--- src/rtl/traffic_conflict_monitor.sv ---
// -----------------------------------------------------------------------------
// traffic_conflict_monitor
//
// Independent safety monitor for the traffic controller's lamp interface.
// Every clock it samples the four approach lamp triplets and the four walk
// signals. It checks them against the intersection safety rules and latches a
// fault with a cause code. The latched fault drives the all-red override.
//
// Ports
//   clk                   system clock, lamps sampled on every rising edge
//   reset                 synchronous active-high reset
//   sN_r/sN_g/sN_y        lamp drives for approach N (1..4)
//   P1..P4                walk signals (only P3/P4 can conflict with traffic)
//   clear_fault           single-cycle request to leave the fault state
//   fault, force_red      latched fault / all-red override (identical)
//   fault_code            0 none, 1 illegal lamp, 2 group conflict,
//                         3 walk conflict, 4 short yellow
//   armed                 high while actively monitoring (MONITOR/PENDING)
//   fault_cnt             saturating count of fault entries since reset
// -----------------------------------------------------------------------------
module traffic_conflict_monitor #(
    parameter int PERSIST = 2,
    parameter int MIN_YEL = 134217728,
    parameter int YCNT_W  = 28
) (
    input  logic       clk,
    input  logic       reset,
    input  logic       s1_r,
    input  logic       s1_g,
    input  logic       s1_y,
    input  logic       s2_r,
    input  logic       s2_g,
    input  logic       s2_y,
    input  logic       s3_r,
    input  logic       s3_g,
    input  logic       s3_y,
    input  logic       s4_r,
    input  logic       s4_g,
    input  logic       s4_y,
    input  logic       P1,
    input  logic       P2,
    input  logic       P3,
    input  logic       P4,
    input  logic       clear_fault,
    output logic       fault,
    output logic       force_red,
    output logic [2:0] fault_code,
    output logic       armed,
    output logic [7:0] fault_cnt
);

    typedef enum logic [1:0] {
        ST_STARTUP = 2'd0,
        ST_MONITOR = 2'd1,
        ST_PENDING = 2'd2,
        ST_FAULT   = 2'd3
    } state_t;

    localparam logic [YCNT_W-1:0] MIN_YEL_C = YCNT_W'(MIN_YEL);
    localparam logic [YCNT_W-1:0] YCNT_ZERO = {YCNT_W{1'b0}};
    localparam logic [YCNT_W-1:0] YCNT_ONE  = {{(YCNT_W-1){1'b0}}, 1'b1};
    localparam logic [3:0]        PERSIST_C = 4'(PERSIST);

    localparam logic [2:0] CODE_NONE    = 3'd0;
    localparam logic [2:0] CODE_ILLEGAL = 3'd1;
    localparam logic [2:0] CODE_GROUP   = 3'd2;
    localparam logic [2:0] CODE_WALK    = 3'd3;
    localparam logic [2:0] CODE_SHORT_Y = 3'd4;

    // Lamps gathered into per-colour vectors, bit i = approach i+1.
    logic [3:0] lamp_r_s;
    logic [3:0] lamp_g_s;
    logic [3:0] lamp_y_s;
    logic [3:0] one_hot_s;
    logic [3:0] red_only_s;
    logic [3:0] go_s;
    logic [3:0] yel_short_s;
    logic       illegal_s;
    logic       group_s;
    logic       walk_s;
    logic       short_s;
    logic       static_s;
    logic       any_s;
    logic       all_red_s;
    logic [2:0] code_s;
    logic       unused_walk_s;

    logic [YCNT_W-1:0] ycnt_r [4];
    state_t            state_r;
    state_t            state_d;
    logic [3:0]        pcnt_r;
    logic [3:0]        pcnt_d;
    logic              fault_d;
    logic              armed_d;
    logic [2:0]        code_d;
    logic [7:0]        cnt_d;

    assign lamp_r_s = {s4_r, s3_r, s2_r, s1_r};
    assign lamp_g_s = {s4_g, s3_g, s2_g, s1_g};
    assign lamp_y_s = {s4_y, s3_y, s2_y, s1_y};

    // P1/P2 cross group A only, which never conflicts with its own walk.
    assign unused_walk_s = P1 | P2;

    assign one_hot_s  = (lamp_r_s & ~lamp_g_s & ~lamp_y_s) |
                        (~lamp_r_s & lamp_g_s & ~lamp_y_s) |
                        (~lamp_r_s & ~lamp_g_s & lamp_y_s);
    assign red_only_s = lamp_r_s & ~lamp_g_s & ~lamp_y_s;
    assign go_s       = lamp_g_s | lamp_y_s;

    assign illegal_s = |(~one_hot_s);
    assign group_s   = (go_s[0] | go_s[1]) & (go_s[2] | go_s[3]);
    assign walk_s    = (P3 | P4) & (go_s[2] | go_s[3]);
    assign all_red_s = &red_only_s;

    // A non-zero yellow counter means the yellow was lit last cycle; a red-only
    // approach with a counter still below the minimum ended its yellow early.
    always_comb begin
        yel_short_s = 4'b0000;
        for (int i = 0; i < 4; i++) begin
            yel_short_s[i] = red_only_s[i] && (ycnt_r[i] != YCNT_ZERO) &&
                             (ycnt_r[i] < MIN_YEL_C);
        end
    end

    assign short_s  = |yel_short_s;
    assign static_s = illegal_s | group_s | walk_s;
    assign any_s    = static_s | short_s;

    // Cause code with fixed priority group > walk > illegal > short yellow.
    always_comb begin
        if (group_s) begin
            code_s = CODE_GROUP;
        end else if (walk_s) begin
            code_s = CODE_WALK;
        end else if (illegal_s) begin
            code_s = CODE_ILLEGAL;
        end else if (short_s) begin
            code_s = CODE_SHORT_Y;
        end else begin
            code_s = CODE_NONE;
        end
    end

    // Per-approach yellow duration counters, running in every state.
    always_ff @(posedge clk) begin
        for (int i = 0; i < 4; i++) begin
            if (reset) begin
                ycnt_r[i] <= YCNT_ZERO;
            end else if (lamp_y_s[i]) begin
                if (ycnt_r[i] < MIN_YEL_C) begin
                    ycnt_r[i] <= ycnt_r[i] + YCNT_ONE;
                end else begin
                    ycnt_r[i] <= ycnt_r[i];
                end
            end else begin
                ycnt_r[i] <= YCNT_ZERO;
            end
        end
    end

    // State and persist counter register.
    always_ff @(posedge clk) begin
        if (reset) begin
            state_r <= ST_STARTUP;
            pcnt_r  <= 4'd0;
        end else begin
            state_r <= state_d;
            pcnt_r  <= pcnt_d;
        end
    end

    // Next-state logic; a changing violation kind keeps counting in PENDING.
    always_comb begin
        state_d = state_r;
        pcnt_d  = pcnt_r;
        case (state_r)
            ST_STARTUP: begin
                pcnt_d = 4'd0;
                if (all_red_s) begin
                    state_d = ST_MONITOR;
                end else begin
                    state_d = ST_STARTUP;
                end
            end
            ST_MONITOR: begin
                if (short_s) begin
                    state_d = ST_FAULT;
                    pcnt_d  = 4'd0;
                end else if (static_s) begin
                    if (PERSIST_C <= 4'd1) begin
                        state_d = ST_FAULT;
                        pcnt_d  = 4'd0;
                    end else begin
                        state_d = ST_PENDING;
                        pcnt_d  = 4'd1;
                    end
                end else begin
                    state_d = ST_MONITOR;
                    pcnt_d  = 4'd0;
                end
            end
            ST_PENDING: begin
                if (!any_s) begin
                    state_d = ST_MONITOR;
                    pcnt_d  = 4'd0;
                end else if (short_s) begin
                    state_d = ST_FAULT;
                    pcnt_d  = 4'd0;
                end else if ((pcnt_r + 4'd1) >= PERSIST_C) begin
                    state_d = ST_FAULT;
                    pcnt_d  = 4'd0;
                end else begin
                    state_d = ST_PENDING;
                    pcnt_d  = pcnt_r + 4'd1;
                end
            end
            ST_FAULT: begin
                pcnt_d = 4'd0;
                if (clear_fault && !any_s) begin
                    state_d = ST_STARTUP;
                end else begin
                    state_d = ST_FAULT;
                end
            end
            default: begin
                state_d = ST_STARTUP;
                pcnt_d  = 4'd0;
            end
        endcase
    end

    // Output decode from the next state so outputs update on the same edge.
    always_comb begin
        fault_d = (state_d == ST_FAULT);
        armed_d = (state_d == ST_MONITOR) || (state_d == ST_PENDING);
        if ((state_d == ST_FAULT) && (state_r != ST_FAULT)) begin
            code_d = code_s;
            if (fault_cnt != 8'hFF) begin
                cnt_d = fault_cnt + 8'd1;
            end else begin
                cnt_d = fault_cnt;
            end
        end else if (state_d == ST_FAULT) begin
            code_d = fault_code;
            cnt_d  = fault_cnt;
        end else begin
            code_d = CODE_NONE;
            cnt_d  = fault_cnt;
        end
    end

    // Registered outputs.
    always_ff @(posedge clk) begin
        if (reset) begin
            fault      <= 1'b0;
            force_red  <= 1'b0;
            fault_code <= CODE_NONE;
            armed      <= 1'b0;
            fault_cnt  <= 8'd0;
        end else begin
            fault      <= fault_d;
            force_red  <= fault_d;
            fault_code <= code_d;
            armed      <= armed_d;
            fault_cnt  <= cnt_d;
        end
    end

endmodule

--- config.mk ---
export PLATFORM = sky130hd
export DESIGN_NAME = traffic_conflict_monitor
export DESIGN_NICKNAME = d
export VERILOG_FILES = /design/src/rtl/traffic_conflict_monitor.sv
export SDC_FILE = /design/constraint.sdc
export NUM_CORES = 1
export LEC_CHECK = 0
export ABC_AREA = 0
export BUFFER_PORTS_ARGS = -buffer_cell sky130_fd_sc_hd__buf_4
export CAP_MARGIN = 10
export CELL_PAD_IN_SITES_DETAIL_PLACEMENT = 2
export CELL_PAD_IN_SITES_GLOBAL_PLACEMENT = 2
export CORE_MARGIN = 5
export CORE_UTILIZATION = 40
export DETAILED_ROUTE_END_ITERATION = 16
export PLACE_DENSITY = 0.85
export SETUP_SLACK_MARGIN = 0.2
export SYNTH_ARGS = -nofsm -noshare
export SYNTH_HDL_FRONTEND = slang
export SYNTH_SLANG_ARGS = --single-unit
--- constraint.sdc ---
create_clock -name clk -period 3.2 [get_ports clk]
set_input_delay 0 -clock clk [delete_from_list [all_inputs] [get_ports clk]]
set_output_delay 0 -clock clk [all_outputs]
set_load 0.02 [all_outputs]
==> metrics.csv, run 1 <==
stage,metric,value,unit
critical_path,delay of the slowest critical-path stage,440,ps
yosys,Mean Syn Cell Area,10.2,um2
cells_and_area,"commonest non-fill, non-tap cell in the layout",edfxtp_1,
timing,"Slew Viols, Final",0,
power_and_ir_drop,P_int,0.00302,W
critical_path,slowest cell on the critical path,edfxtp_1,
hold_path,Hold Crit Endpoint,fault_code[0]$_SDFFE_PP0P_,
power_and_ir_drop,Logic pwr share,7.1,%
global_routing,Total Routing Usage GR,19.6,%
outcome,outcome,finished clean,
global_routing,largest net degree at the start of global routing,30,
cts,CTS Buf Count,17,
hold_path,Hold Path Origin,s3_g,
timing,final worst slack,375,ps
critical_path,CP Max Fanout,7,
critical_path,worst-path cell chain,"inv_1, ha_1, nor4b_2, nand4_1, o21ai_2, and4_1, a21oi_1, ha_1, o211ai_1, buf_4, nor3_1, xnor2_1, nor2_1",
cells_and_area,most frequent cells in the layout,"112 x edfxtp_1, 107 x nor2_1, 51 x nand3_1, 47 x xor2_1, 41 x xnor2_1",
timing,Period minus WS final,2830,ps
drt,Iteration-0 DRC Markers,280,
global_routing,grt ovf,0,
timing,final setup fails,0,
placement,IO Port Bufs,30,
floorplanning,total die area,0.0213,mm2
placement,RePlAce Congestion,0.801,
cells_and_area,Antenna diodes,0,
timing,Slew @ Worst Pin,1090,ps
power_and_ir_drop,sequential power share,48.2,%
placement,setup slack at placement,91.6,ps
timing,unrepaired setup endpoints after global routing,false,
power_and_ir_drop,switching power,0.000912,W
hold_path,worst min path class,in2reg,
run,max-cap viol count,0,
cts,Clock Path Buffers,2,
placement,DPL Wire Length,13800,um
power_and_ir_drop,P per Cell Area,466,mW/mm2
hold_path,hold path cells,4,
drt,routed len/inst,20.2,um
power_and_ir_drop,Leakage,2.98,nW
critical_path,crit path DAT,3130,ps
yosys,Yosys cell types,58,
drt,Vias,5786,
critical_path,Worst R2R End,fault_cnt[6]$_SDFFE_PP0P_,
floorplanning,Site Rows,49,
drt,drt first pass iters,6,
timing,Peak Freq,354,MHz
cts,CTS tree,yes,
cells_and_area,Nets,796,
yosys,register area share after synthesis,50.5,%
drt,DR vias/cell,5.75,
critical_path,Critical Path Most Common Cell,ha_1,
yosys,Synth Warn #,0,
yosys,Mapped Cells,729,
power_and_ir_drop,Clock power frac,44.7,%
timing,Final Hold Viols,0,
global_routing,vias in the first global route,6479,
critical_path,worst reg2reg path depth,13,
critical_path,worst r2r src,ycnt_r[3][0]$_SDFFCE_PP0P_,
critical_path,flop2flop setup slack,370,ps
yosys,Post-synth top flop,edfxtp_1,
floorplanning,Initial Utilization,41.0,%
drt,DRT Wirelength,20400,um
cts,# clock sinks,131,
cts,H-tree depth,4,
floorplanning,Die X,146,um
cts,clock slew at reported path FFs,60,ps
cells_and_area,Layout area overhead,14.1,%
timing,Min Hold Slack,78.2,ps
cts,clock root buffer,clkbuf_16,
global_routing,first-pass GRT wire length,34100,um
critical_path,"CP delay by family, top",simple AND/OR/NAND/NOR gates,
timing,Tcrit/Tclk final,88.3,%
cells_and_area,fillcell total,1898,
drt,ANT nets after route,0,
drt,drc violations,0,
yosys,Post-synth EDFFs,112,
critical_path,Worst Path Buf+Inv,2,
power_and_ir_drop,Peak VDD IR,0.381,mV
timing,setup TNS,0,ps
critical_path,WS Path Type,reg2reg,
yosys,Synth Cell Area,0.00741,mm2
floorplanning,I/O pins,33,
global_routing,antenna violations before repair,0,
floorplanning,Core Area,0.0181,mm2
timing,Final Skew,5.90,ps
cells_and_area,share of post-route cells with drive strength above 1,11.1,%
yosys,Yosys reg bits,131,
floorplanning,Die Y,146,um
power_and_ir_drop,Sw Ratio,23.2,%
timing,Rel. slew slack,27.2,%
critical_path,CP endpoint kind,register,
critical_path,CP Launch Type,register,
cts,clk_lat worst skew,420,ps
critical_path,Critical Path RT,3500,ps
yosys,Post-synth ARST share,0,%
## power groups by stage
stage          Sequential, W  Combinational (W)  Clock, W
2_1_floorplan        0.00193           0.000168         0
3_3_place_gp         0.00193           0.000247         0
3_5_place_dp         0.00193           0.000270         0
4_1_cts              0.00189           0.000283   0.00180
5_1_grt              0.00190           0.000318   0.00189
6_report             0.00190           0.000281   0.00176
## metrics by stage
stage	std cells	utilization [%]	area [um2]	power, W
after floorplan	731	-	7420	0.00210
after global placement	970	43.4	7850	0.00217
after detailed placement	970	43.4	7850	0.00220
after CTS	1006	46.5	8410	0.00398
after global routing	1007	46.7	8450	0.00410
final	1007	46.7	8450	0.00393
## worst max path at each step
stage,from,endpoint,slack [ps],depth (start not counted)
CTS,ycnt_r[3][0]$_SDFFCE_PP0P_,fault_cnt[6]$_SDFFE_PP0P_,320,13
floorplan,ycnt_r[0][0]$_SDFFCE_PP0P_,fault_cnt[5]$_SDFFE_PP0P_,810,12
finish,ycnt_r[3][0]$_SDFFCE_PP0P_,fault_cnt[6]$_SDFFE_PP0P_,370,13
detailed placement,ycnt_r[3][0]$_SDFFCE_PP0P_,fault_cnt[6]$_SDFFE_PP0P_,90,12
global route,ycnt_r[3][0]$_SDFFCE_PP0P_,fault_cnt[6]$_SDFFE_PP0P_,170,13
global placement,ycnt_r[0][0]$_SDFFCE_PP0P_,fault_cnt[7]$_SDFFE_PP0P_,390,12
## routing by layer
layer | vias to the layer above | track usage, % | part of all wire, %
met5 | - | 0 | 0
met4 | 0 | 4.56 | 1.1
met3 | 20 | 4.52 | 3.0
met2 | 55 | 35.2 | 53
met1 | 2963 | 23.9 | 43
li1 | 2748 | - | -
## flip-flops by register name (all words and copies together) (netlist names)
register and flops:
ycnt_r 112, fault_cnt 8, pcnt_r 4, fault_code 3, state_r 2, armed 1, force_red 1
## repair_timing
| action | 4_1_cts | 5_1_grt |
|---|---|---|
| setup endpoints to repair | 7 | 8 |
| hold buffers | 2 | 0 |
| buffers inserted | 2 | 0 |
| resized for setup | 0 | 4 |
| hold endpoints to repair | 11 | 0 |
| cloned | 0 | 0 |
## cell type report
cell class | count | area, um2 | area share [%]
sequential | 131 | 3740 | 44.3
clock buffer | 25 | 487 | 5.76
inverter | 25 | 93.8 | 1.11
tap | 229 | 287 | 3.39
clock inverter | 7 | 35.0 | 0.415
timing repair buffer | 39 | 318 | 3.76
multi-input combinational | 551 | 3490 | 41.3
## worst min-delay path: stages
cell	delay [ps]
buf_4	110
nor4_2	60
o211ai_1	200
a21oi_1	80
## cell usage after synthesis (all sizes together), types with 2 or more instances
cell type  number  area (um2)
nor2          107         402
inv            25        93.8
or3b            5        43.8
xnor2          41         359
dfxtp          19         380
nor3           28         156
buf             6        40.0
clkbuf         18        67.6
or4             2        18.8
edfxtp        112        3360
and4           15         131
nor4           33         272
nand3          54         293
nand4          36         246
ha             12         150
and2            8        50.1
mux2i           3        30.0
xor2           47         412
nor2b           2        12.5
nand3b          4        30.0
nand2b          5        31.3
nor4b           8        70.1
or3            22         139
nor3b           2        15.0
and3            9        56.3
nand2          37         139
a21oi          23         115
o211ai          2        15.0
o21ai          30         150
## logic make-up (layout without fill, tap and decap cells)
logic type	Yosys count	count (layout)	share of synthesized area, %
xor+xnor	88	88	10.4
buf+inv	49	96	2.72
other cells	1	3	0.0506
simple gates	380	380	28.8
mux	3	3	0.405
flops	131	131	50.5
compound gates	65	65	5.12
fa+ha+maj	12	12	2.03
(Power assumes the default switching activity.)
==> run 2, diff against run 1 <==
--- a/config.mk
+++ b/config.mk
@@ -11,9 +11,10 @@
 export CELL_PAD_IN_SITES_DETAIL_PLACEMENT = 2
 export CELL_PAD_IN_SITES_GLOBAL_PLACEMENT = 2
 export CORE_MARGIN = 5
-export CORE_UTILIZATION = 40
+export CORE_UTILIZATION = 41
 export DETAILED_ROUTE_END_ITERATION = 16
-export PLACE_DENSITY = 0.85
+export PLACE_DENSITY = 0.86
+export RECOVER_POWER = 100
 export SETUP_SLACK_MARGIN = 0.2
 export SYNTH_ARGS = -nofsm -noshare
 export SYNTH_HDL_FRONTEND = slang
==> run 2 against run 1 <==
Net effect:
- the run now ends with capacitance limit, slew limit left
- combinational power is essentially flat
- die area shrank 2.3%
- routed wire length grew 12%
- clock skew grew 0.58 ps
- sequential power is essentially flat
- clock-buffer cell count grew 2
- non-clock buffer count grew 2
- worst hold slack lost 30 ps
- global-route usage grew 2.1 points
- largest cell class unchanged
==> metrics.csv, run 2 (synthesized netlist as in run 1, its figures left out) <==
stage,metric,value,unit,change
outcome,outcome,"complete, but fails checks",,
outcome,failing checks,"capacitance limit, slew limit",,
cts,Clock Path Buffers,2,,unchanged
timing,final worst slack,288,ps,-87.0 ps
cells_and_area,most frequent cells in the layout,"112 x edfxtp_1, 107 x nor2_1, 52 x nand3_1, 47 x xor2_1, 41 x xnor2_1",,
global_routing,vias in the first global route,6572,,+1.4%
placement,IO Port Bufs,30,,unchanged
placement,setup slack at placement,152,ps,+60.2 ps
power_and_ir_drop,total chip power,0.00403,W,+2.5%
cells_and_area,number of flip-flops in the largest register,112,,unchanged
hold_path,worst min path class,in2reg,,
drt,Iteration-0 DRC Markers,299,,+6.8%
global_routing,grt ovf,0,,unchanged
drt,ANT nets after route,0,,unchanged
timing,Final Skew,6.49,ps,+0.582 ps
placement,RePlAce Congestion,0.815,,+1.7%
floorplanning,Site Rows,49,,unchanged
cells_and_area,Layout area overhead,13.2,%,
critical_path,CP Max Fanout,4,,-3
timing,setup TNS,0,ps,unchanged
floorplanning,total die area,0.0209,mm2,-2.3%
critical_path,crit path DAT,3180,ps,+50 ps
critical_path,worst reg2reg path depth,13,,unchanged
critical_path,delay of the slowest critical-path stage,470,ps,+30 ps
drt,DRT Wirelength,22800,um,+12%
cells_and_area,Antenna diodes,0,,unchanged
critical_path,origin of the worst setup path,ycnt_r[0][0]$_SDFFCE_PP0P_,,
floorplanning,Initial Utilization,41.4,%,+0.42 points
floorplanning,Core Area,0.0179,mm2,-1.0%
cts,clock slew at reported path FFs,60,ps,about the same
cells_and_area,"commonest non-fill, non-tap cell in the layout",edfxtp_1,,
cts,clock root buffer,clkbuf_16,,
critical_path,worst r2r src,ycnt_r[0][0]$_SDFFCE_PP0P_,,
drt,Vias,5944,,+2.7%
drt,drc violations,0,,unchanged
critical_path,Critical Path RT,3460,ps,-40 ps
global_routing,largest net degree at the start of global routing,30,,unchanged
timing,"Slew Viols, Final",29,,+29
critical_path,Critical Path Most Common Cell,ha_1,,
placement,DPL Wire Length,14100,um,+2.0%
cts,CTS tree,yes,,
critical_path,CP Launch Type,register,,
timing,Peak Freq,343,MHz,-3.0%
power_and_ir_drop,P per Cell Area,481,mW/mm2,+3.3%
floorplanning,Die X,144,um,-1.1%
global_routing,first-pass GRT wire length,35100,um,+2.7%
timing,Tcrit/Tclk final,91.0,%,+2.7 points
cts,# clock sinks,131,,unchanged
cells_and_area,Largest Register,ycnt_r,,
critical_path,Worst Path Buf+Inv,2,,unchanged
timing,Slew @ Worst Pin,1630,ps,+539 ps
cells_and_area,share of post-route cells with drive strength above 1,8.97,%,-2.1 points
drt,drt first pass iters,4,,-2
drt,DR vias/cell,5.89,,+2.5%
floorplanning,I/O pins,33,,unchanged
timing,Period minus WS final,2910,ps,+87.0 ps
timing,final setup fails,0,,unchanged
power_and_ir_drop,Peak VDD IR,0.410,mV,+7.6%
cells_and_area,fin cells,1009,,+0.20%
drt,routed len/inst,22.6,um,+12%
cts,CTS Buf Count,17,,unchanged
hold_path,hold path cells,4,,unchanged
critical_path,WS Path Type,reg2reg,,
cells_and_area,Nets,798,,+0.25%
cts,clk_lat worst skew,430,ps,about the same
critical_path,slowest cell on the critical path,edfxtp_1,,
critical_path,"CP delay by family, top",simple AND/OR/NAND/NOR gates,,
placement,cell count after placement,971,,+0.10%
critical_path,critical path depth,13,,unchanged
cells_and_area,biggest regs,"ycnt_r: 112 flops, fault_cnt: 8 flops, pcnt_r: 4 flops",,
power_and_ir_drop,Leakage,2.92,nW,-2.1%
run,max-cap viol count,1,,+1
timing,unrepaired setup endpoints after global routing,false,,
timing,Rel. slew slack,-8.78,%,-36 points
global_routing,antenna violations before repair,0,,unchanged
cts,H-tree depth,4,,unchanged
floorplanning,Die Y,144,um,-1.1%
timing,Final Hold Viols,0,,unchanged
global_routing,Total Routing Usage GR,21.6,%,+2.1 points
critical_path,worst-path cell chain,"inv_1, ha_1, nor4b_1, nand4_1, o21ai_1, and4_1, a21oi_1, ha_1, o211ai_1, buf_4, nor3_1, xnor2_1, nor2_1",,
critical_path,CP endpoint kind,register,,
hold_path,Hold Path Origin,s4_g,,
## run 2: per-layer routing
layer / track usage (%) / wire length (um)
met5: 0 / 0
met4: 7.41 / 461
met3: 4.40 / 707
met2: 39.9 / 12300
met1: 24.9 / 9350
## run 2: layout make-up
class,instances,area [um2]
inverters,25,93.8
clock inverters,5,23.8
flip-flops and latches,131,3740
clock buffers,27,524
multi-input cells,551,3470
repair buffers,41,248
fillers,1851,9510
well taps,229,287
## run 2: path summary, 6_finish.rpt
kind                                     end  slack (ps)
setup / recovery   fault_cnt[6]$_SDFFE_PP0P_         290
hold / removal    fault_code[0]$_SDFFE_PP0P_          50
setup reg to reg   fault_cnt[6]$_SDFFE_PP0P_         290
hold reg to reg   fault_code[1]$_SDFFE_PP0P_         520
## run 2: per-stage QoR
step,area (um2),util (%),hold WS (ps)
after floorplan,7420,-,236
after global placement,7860,43.9,338
after detailed placement,7860,43.9,361
after CTS,8450,47.2,14.2
after global routing,8390,46.9,57.0
final,8390,46.9,48.3
## run 2: where the power goes
| part | switching, W | total, W | internal (W) | leakage [nW] |
|---|---|---|---|---|
| Sequential | 0.0000430 | 0.00190 | 0.00186 | 1.53 |
| Clock | 0.000741 | 0.00185 | 0.00111 | 0.274 |
| Combinational | 0.000168 | 0.000283 | 0.000116 | 1.11 |
## run 2: what timing repair did
item | 4_1_cts | 5_1_grt
resized for setup | 0 | 5
endpoints found under the hold margin | 12 | 0
setup endpoints to repair | 7 | 8
buffers inserted | 2 | 0
hold buffers | 3 | 0
pin swaps | 0 | 1
## run 2: worst register-to-register path, delay by kind of cell, from the launching register on
family | cells | cell delay, ps
flip-flops | 1 | 470
buffers and inverters | 2 | 330
AND/OR/NAND/NOR | 5 | 860
adder cells (fa/ha/maj) | 2 | 400
AO/OA/AOI/OAI | 3 | 480
XOR/XNOR | 1 | 210
==> run 3, diff against run 2 <==
--- a/config.mk
+++ b/config.mk
@@ -5,13 +5,13 @@
 export SDC_FILE = /design/constraint.sdc
 export NUM_CORES = 1
 export LEC_CHECK = 0
-export ABC_AREA = 0
+export ABC_AREA = 1
 export BUFFER_PORTS_ARGS = -buffer_cell sky130_fd_sc_hd__buf_4
 export CAP_MARGIN = 10
 export CELL_PAD_IN_SITES_DETAIL_PLACEMENT = 2
 export CELL_PAD_IN_SITES_GLOBAL_PLACEMENT = 2
 export CORE_MARGIN = 5
-export CORE_UTILIZATION = 41
+export CORE_UTILIZATION = 38
 export DETAILED_ROUTE_END_ITERATION = 16
 export PLACE_DENSITY = 0.86
 export RECOVER_POWER = 100
==> run 3 against run 2 <==
Net effect:
- the flow finishes with violations (setup timing)
- sequential cell count did not move
- setup slack got worse by 460 ps
- die area rose by 13%
- worst hold slack improved by 79 ps
- total power rose by 2.2%
- critical path depth rose by 6
- sequential power fell by 3%
- critical path type unchanged
- critical endpoint is now fault_cnt[7]$_SDFFE_PP0P_
- largest cell class unchanged
- highest routed layer unchanged
==> metrics.csv, run 3 <==
stage,metric,value,unit,change
cts,CTS Buf Count,17,,unchanged
critical_path,CP Launch Type,register,,
cts,clock slew at reported path FFs,60,ps,about the same
floorplanning,Core Area,0.0202,mm2,+13%
cts,Clock Path Buffers,2,,unchanged
cells_and_area,biggest regs,"ycnt_r: 112 flops, fault_cnt: 8 flops, pcnt_r: 4 flops",,
cells_and_area,number of flip-flops in the largest register,112,,unchanged
hold_path,worst min path class,in2reg,,
yosys,register area share after synthesis,47.9,%,-2.6 points
yosys,Post-synth EDFFs,112,,unchanged
cells_and_area,fin cells,1310,,+30%
hold_path,hold path cells,6,,+2
drt,Vias,7114,,+20%
critical_path,flop2flop setup slack,-170,ps,-460 ps
power_and_ir_drop,P per Cell Area,445,mW/mm2,-7.4%
cells_and_area,Antenna diodes,0,,unchanged
floorplanning,Site Rows,52,,+6.1%
drt,DRT Wirelength,27400,um,+20%
yosys,Yosys cell types,44,,-24%
global_routing,Total Routing Usage GR,20.8,%,-0.80 points
cts,H-tree depth,4,,unchanged
yosys,Mapped Cells,952,,+31%
cts,CTS tree,yes,,
critical_path,WS Path Type,reg2reg,,
cells_and_area,fillcell total,2283,,+23%
placement,IO Port Bufs,30,,unchanged
timing,Rel. slew slack,33.3,%,+42 points
run,max-cap viol count,0,,-1
yosys,cell type with the largest total area after synthesis,edfxtp_1,,
cells_and_area,Largest Register,ycnt_r,,
placement,DPL Wire Length,16200,um,+15%
placement,cell count after placement,1253,,+29%
critical_path,worst r2r src,pcnt_r[0]$_SDFF_PP0_,,
timing,Slew @ Worst Pin,987,ps,-645 ps
cts,# clock sinks,131,,unchanged
cells_and_area,"Design Area, Final",0.00926,mm2,+10%
global_routing,grt ovf,0,,unchanged
floorplanning,total die area,0.0235,mm2,+13%
power_and_ir_drop,Leakage,3.71,nW,+27%
cells_and_area,share of post-route cells with drive strength above 1,16.1,%,+7.1 points
drt,drt first pass iters,4,,unchanged
yosys,Post-synth top cells,"175 x nand2_1, 152 x inv_1, 121 x nor2_1",,
floorplanning,Die X,153,um,+6.2%
cells_and_area,Layout area overhead,18.5,%,
yosys,Synth area leaders,"edfxtp_1 43%, nand2_1 8.4%, inv_1 7.3%, nor2_1 5.8%, dfxtp_1 4.9%",,
cells_and_area,most frequent cells in the layout,"167 x nand2_1, 142 x inv_1, 116 x nor2_1, 112 x edfxtp_1, 69 x a21oi_1",,
floorplanning,Initial Utilization,38.6,%,-2.8 points
critical_path,CP endpoint kind,register,,
cells_and_area,"commonest non-fill, non-tap cell in the layout",nand2_1,,
yosys,Synth Cell Area,0.00782,mm2,+5.5%
yosys,Synth top area share,43.0,%,-2.4 points
yosys,Yosys reg bits,131,,unchanged
global_routing,vias in the first global route,7640,,+16%
placement,setup slack at placement,-0.365,ps,-152 ps
placement,placed instance area,0.00843,mm2,+7.2%
yosys,Mean Syn Cell Area,8.21,um2,-19%
timing,Final Skew,10.1,ps,+3.57 ps
hold_path,Hold Path Origin,s1_g,,
timing,Peak Freq,296,MHz,-14%
hold_path,Hold Crit Endpoint,fault_code[0]$_SDFFE_PP0P_,,
timing,Final Hold Viols,0,,unchanged
outcome,outcome,"complete, but fails checks",,
placement,RePlAce Congestion,0.792,,-2.8%
drt,routed len/inst,20.9,um,-7.4%
floorplanning,I/O pins,33,,unchanged
critical_path,Worst R2R End,fault_cnt[7]$_SDFFE_PP0P_,,
drt,DR vias/cell,5.43,,-7.8%
yosys,Synth Warn #,0,,unchanged
critical_path,Critical Path RT,3480,ps,+20 ps
outcome,failing checks,setup timing,,
floorplanning,Die Y,153,um,+6.2%
cells_and_area,Nets,1058,,+33%
drt,Iteration-0 DRC Markers,278,,-7.0%
timing,unrepaired setup endpoints after global routing,true,,
yosys,most common cell in the synthesized netlist,nand2_1,,
yosys,Post-synth top flop,edfxtp_1,,
timing,final worst slack,-175,ps,-462 ps
timing,Tcrit/Tclk final,105,%,+14 points
drt,ANT nets after route,0,,unchanged
global_routing,largest net degree at the start of global routing,29,,-3.3%
timing,Period minus WS final,3370,ps,+462 ps
critical_path,worst reg2reg path depth,19,,+6
cts,clock root buffer,clkbuf_16,,
cts,clk_lat worst skew,440,ps,about the same
drt,drc violations,0,,unchanged
timing,"Slew Viols, Final",0,,-100%
power_and_ir_drop,Peak VDD IR,0.420,mV,+2.5%
critical_path,crit path DAT,3650,ps,+470 ps
power_and_ir_drop,total chip power,0.00412,W,+2.2%
yosys,Post-synth ARST share,0,%,unchanged
global_routing,first-pass GRT wire length,39600,um,+13%
global_routing,antenna violations before repair,0,,unchanged
critical_path,CP Max Fanout,4,,unchanged
timing,final setup fails,3,,+3
## run 3: cell count changes in the layout (fill, tap and decap cells not counted), sizes merged, moves of 20 or more
cell	change
nand2	+143
inv	+140
a21oi	+48
xor2	-40
xnor2	-38
nor2	+35
nor4	-23
buf	+22
or3	-22
o21ai	+20
## run 3: worst max path at each step
stage | from | cells after the start | end
finish | pcnt_r[0]$_SDFF_PP0_ | 19 | fault_cnt[7]$_SDFFE_PP0P_
detailed placement | ycnt_r[1][0]$_SDFFCE_PP0P_ | 26 | fault_cnt[7]$_SDFFE_PP0P_
CTS | ycnt_r[1][1]$_SDFFCE_PP0P_ | 26 | fault_cnt[7]$_SDFFE_PP0P_
global route | pcnt_r[0]$_SDFF_PP0_ | 19 | fault_cnt[5]$_SDFFE_PP0P_
global placement | ycnt_r[1][0]$_SDFFCE_PP0P_ | 25 | fault_cnt[7]$_SDFFE_PP0P_
floorplan | ycnt_r[2][0]$_SDFFCE_PP0P_ | 26 | fault_cnt[7]$_SDFFE_PP0P_
## run 3: power breakdown
group / switching, W / total [W] / internal, W
sequential: 0.0000133 / 0.00185 / 0.00184
combinational: 0.000142 / 0.000218 / 0.0000755
clock: 0.000804 / 0.00205 / 0.00125
total: 0.000960 / 0.00412 / 0.00316
## run 3: metrics by stage
step | hold slack, ps | setup TNS, ps | util, %
after floorplan | 192 | 0 | -
after global placement | 317 | 0 | 41.6
after detailed placement | 325 | -0.365 | 41.6
after CTS | 68.6 | 0 | 45.0
after global routing | 146 | -636 | 45.8
final | 128 | -361 | 45.8
## run 3: repair_timing
action / in CTS / in global routing
pin swaps: 1 / 13
setup buffers: 7 / 17
setup endpoints to repair: 8 / 9
endpoints found under the hold margin: 10 / 0
resized for setup: 6 / 35
hold buffers: 1 / 0
## run 3: logic make-up (layout without fill, tap and decap cells)
kind of cell / count (synthesis) / in the layout / share of synthesized area, %
and+or+nand+nor: 474 / 474 / 30.1
buffers and inverters: 174 / 260 / 8.40
AOI/OAI and AO/OA: 150 / 150 / 10.5
DFF: 131 / 131 / 47.9
adders and majority gates: 12 / 12 / 1.92
xor gates and xnor gates: 10 / 10 / 1.12
other: 1 / 3 / 0.0480
## run 3: final cells by class
type                            instances  area, um2  area share, %
Sequential cell                       131       3740           40.4
Clock buffer                           25        539           5.82
Clock inverter                          7       62.6          0.676
Timing Repair Buffer                   64        417           4.50
Tap cell                              270        338           3.65
Multi-Input combinational cell        649       3540           38.2
Inverter                              164        618           6.68
## run 3: routing by layer
metal | track usage, % | up-vias | wire [um]
met1 | 24.7 | 3620 | 11600
met5 | 0 | - | 0
met3 | 3.76 | 51 | 602
met2 | 39.0 | 98 | 14500
met4 | 4.96 | 0 | 721
li1 | - | 3345 | -
## run 3: critical path, cell delays in order (launching register included)
cell and delay, ps:
dfxtp_1 380, ha_1 240, xor2_1 140, nor4b_1 850, nand3_2 240, nand2_2 140
nand3_2 70, nand2_2 80, inv_2 50, ha_4 160, inv_4 60, nor2_4 50
nand2_2 110, nor2_1 80, inv_1 130, nor2_2 70, nand2_1 80, inv_2 60
a21oi_2 160, a211oi_2 50
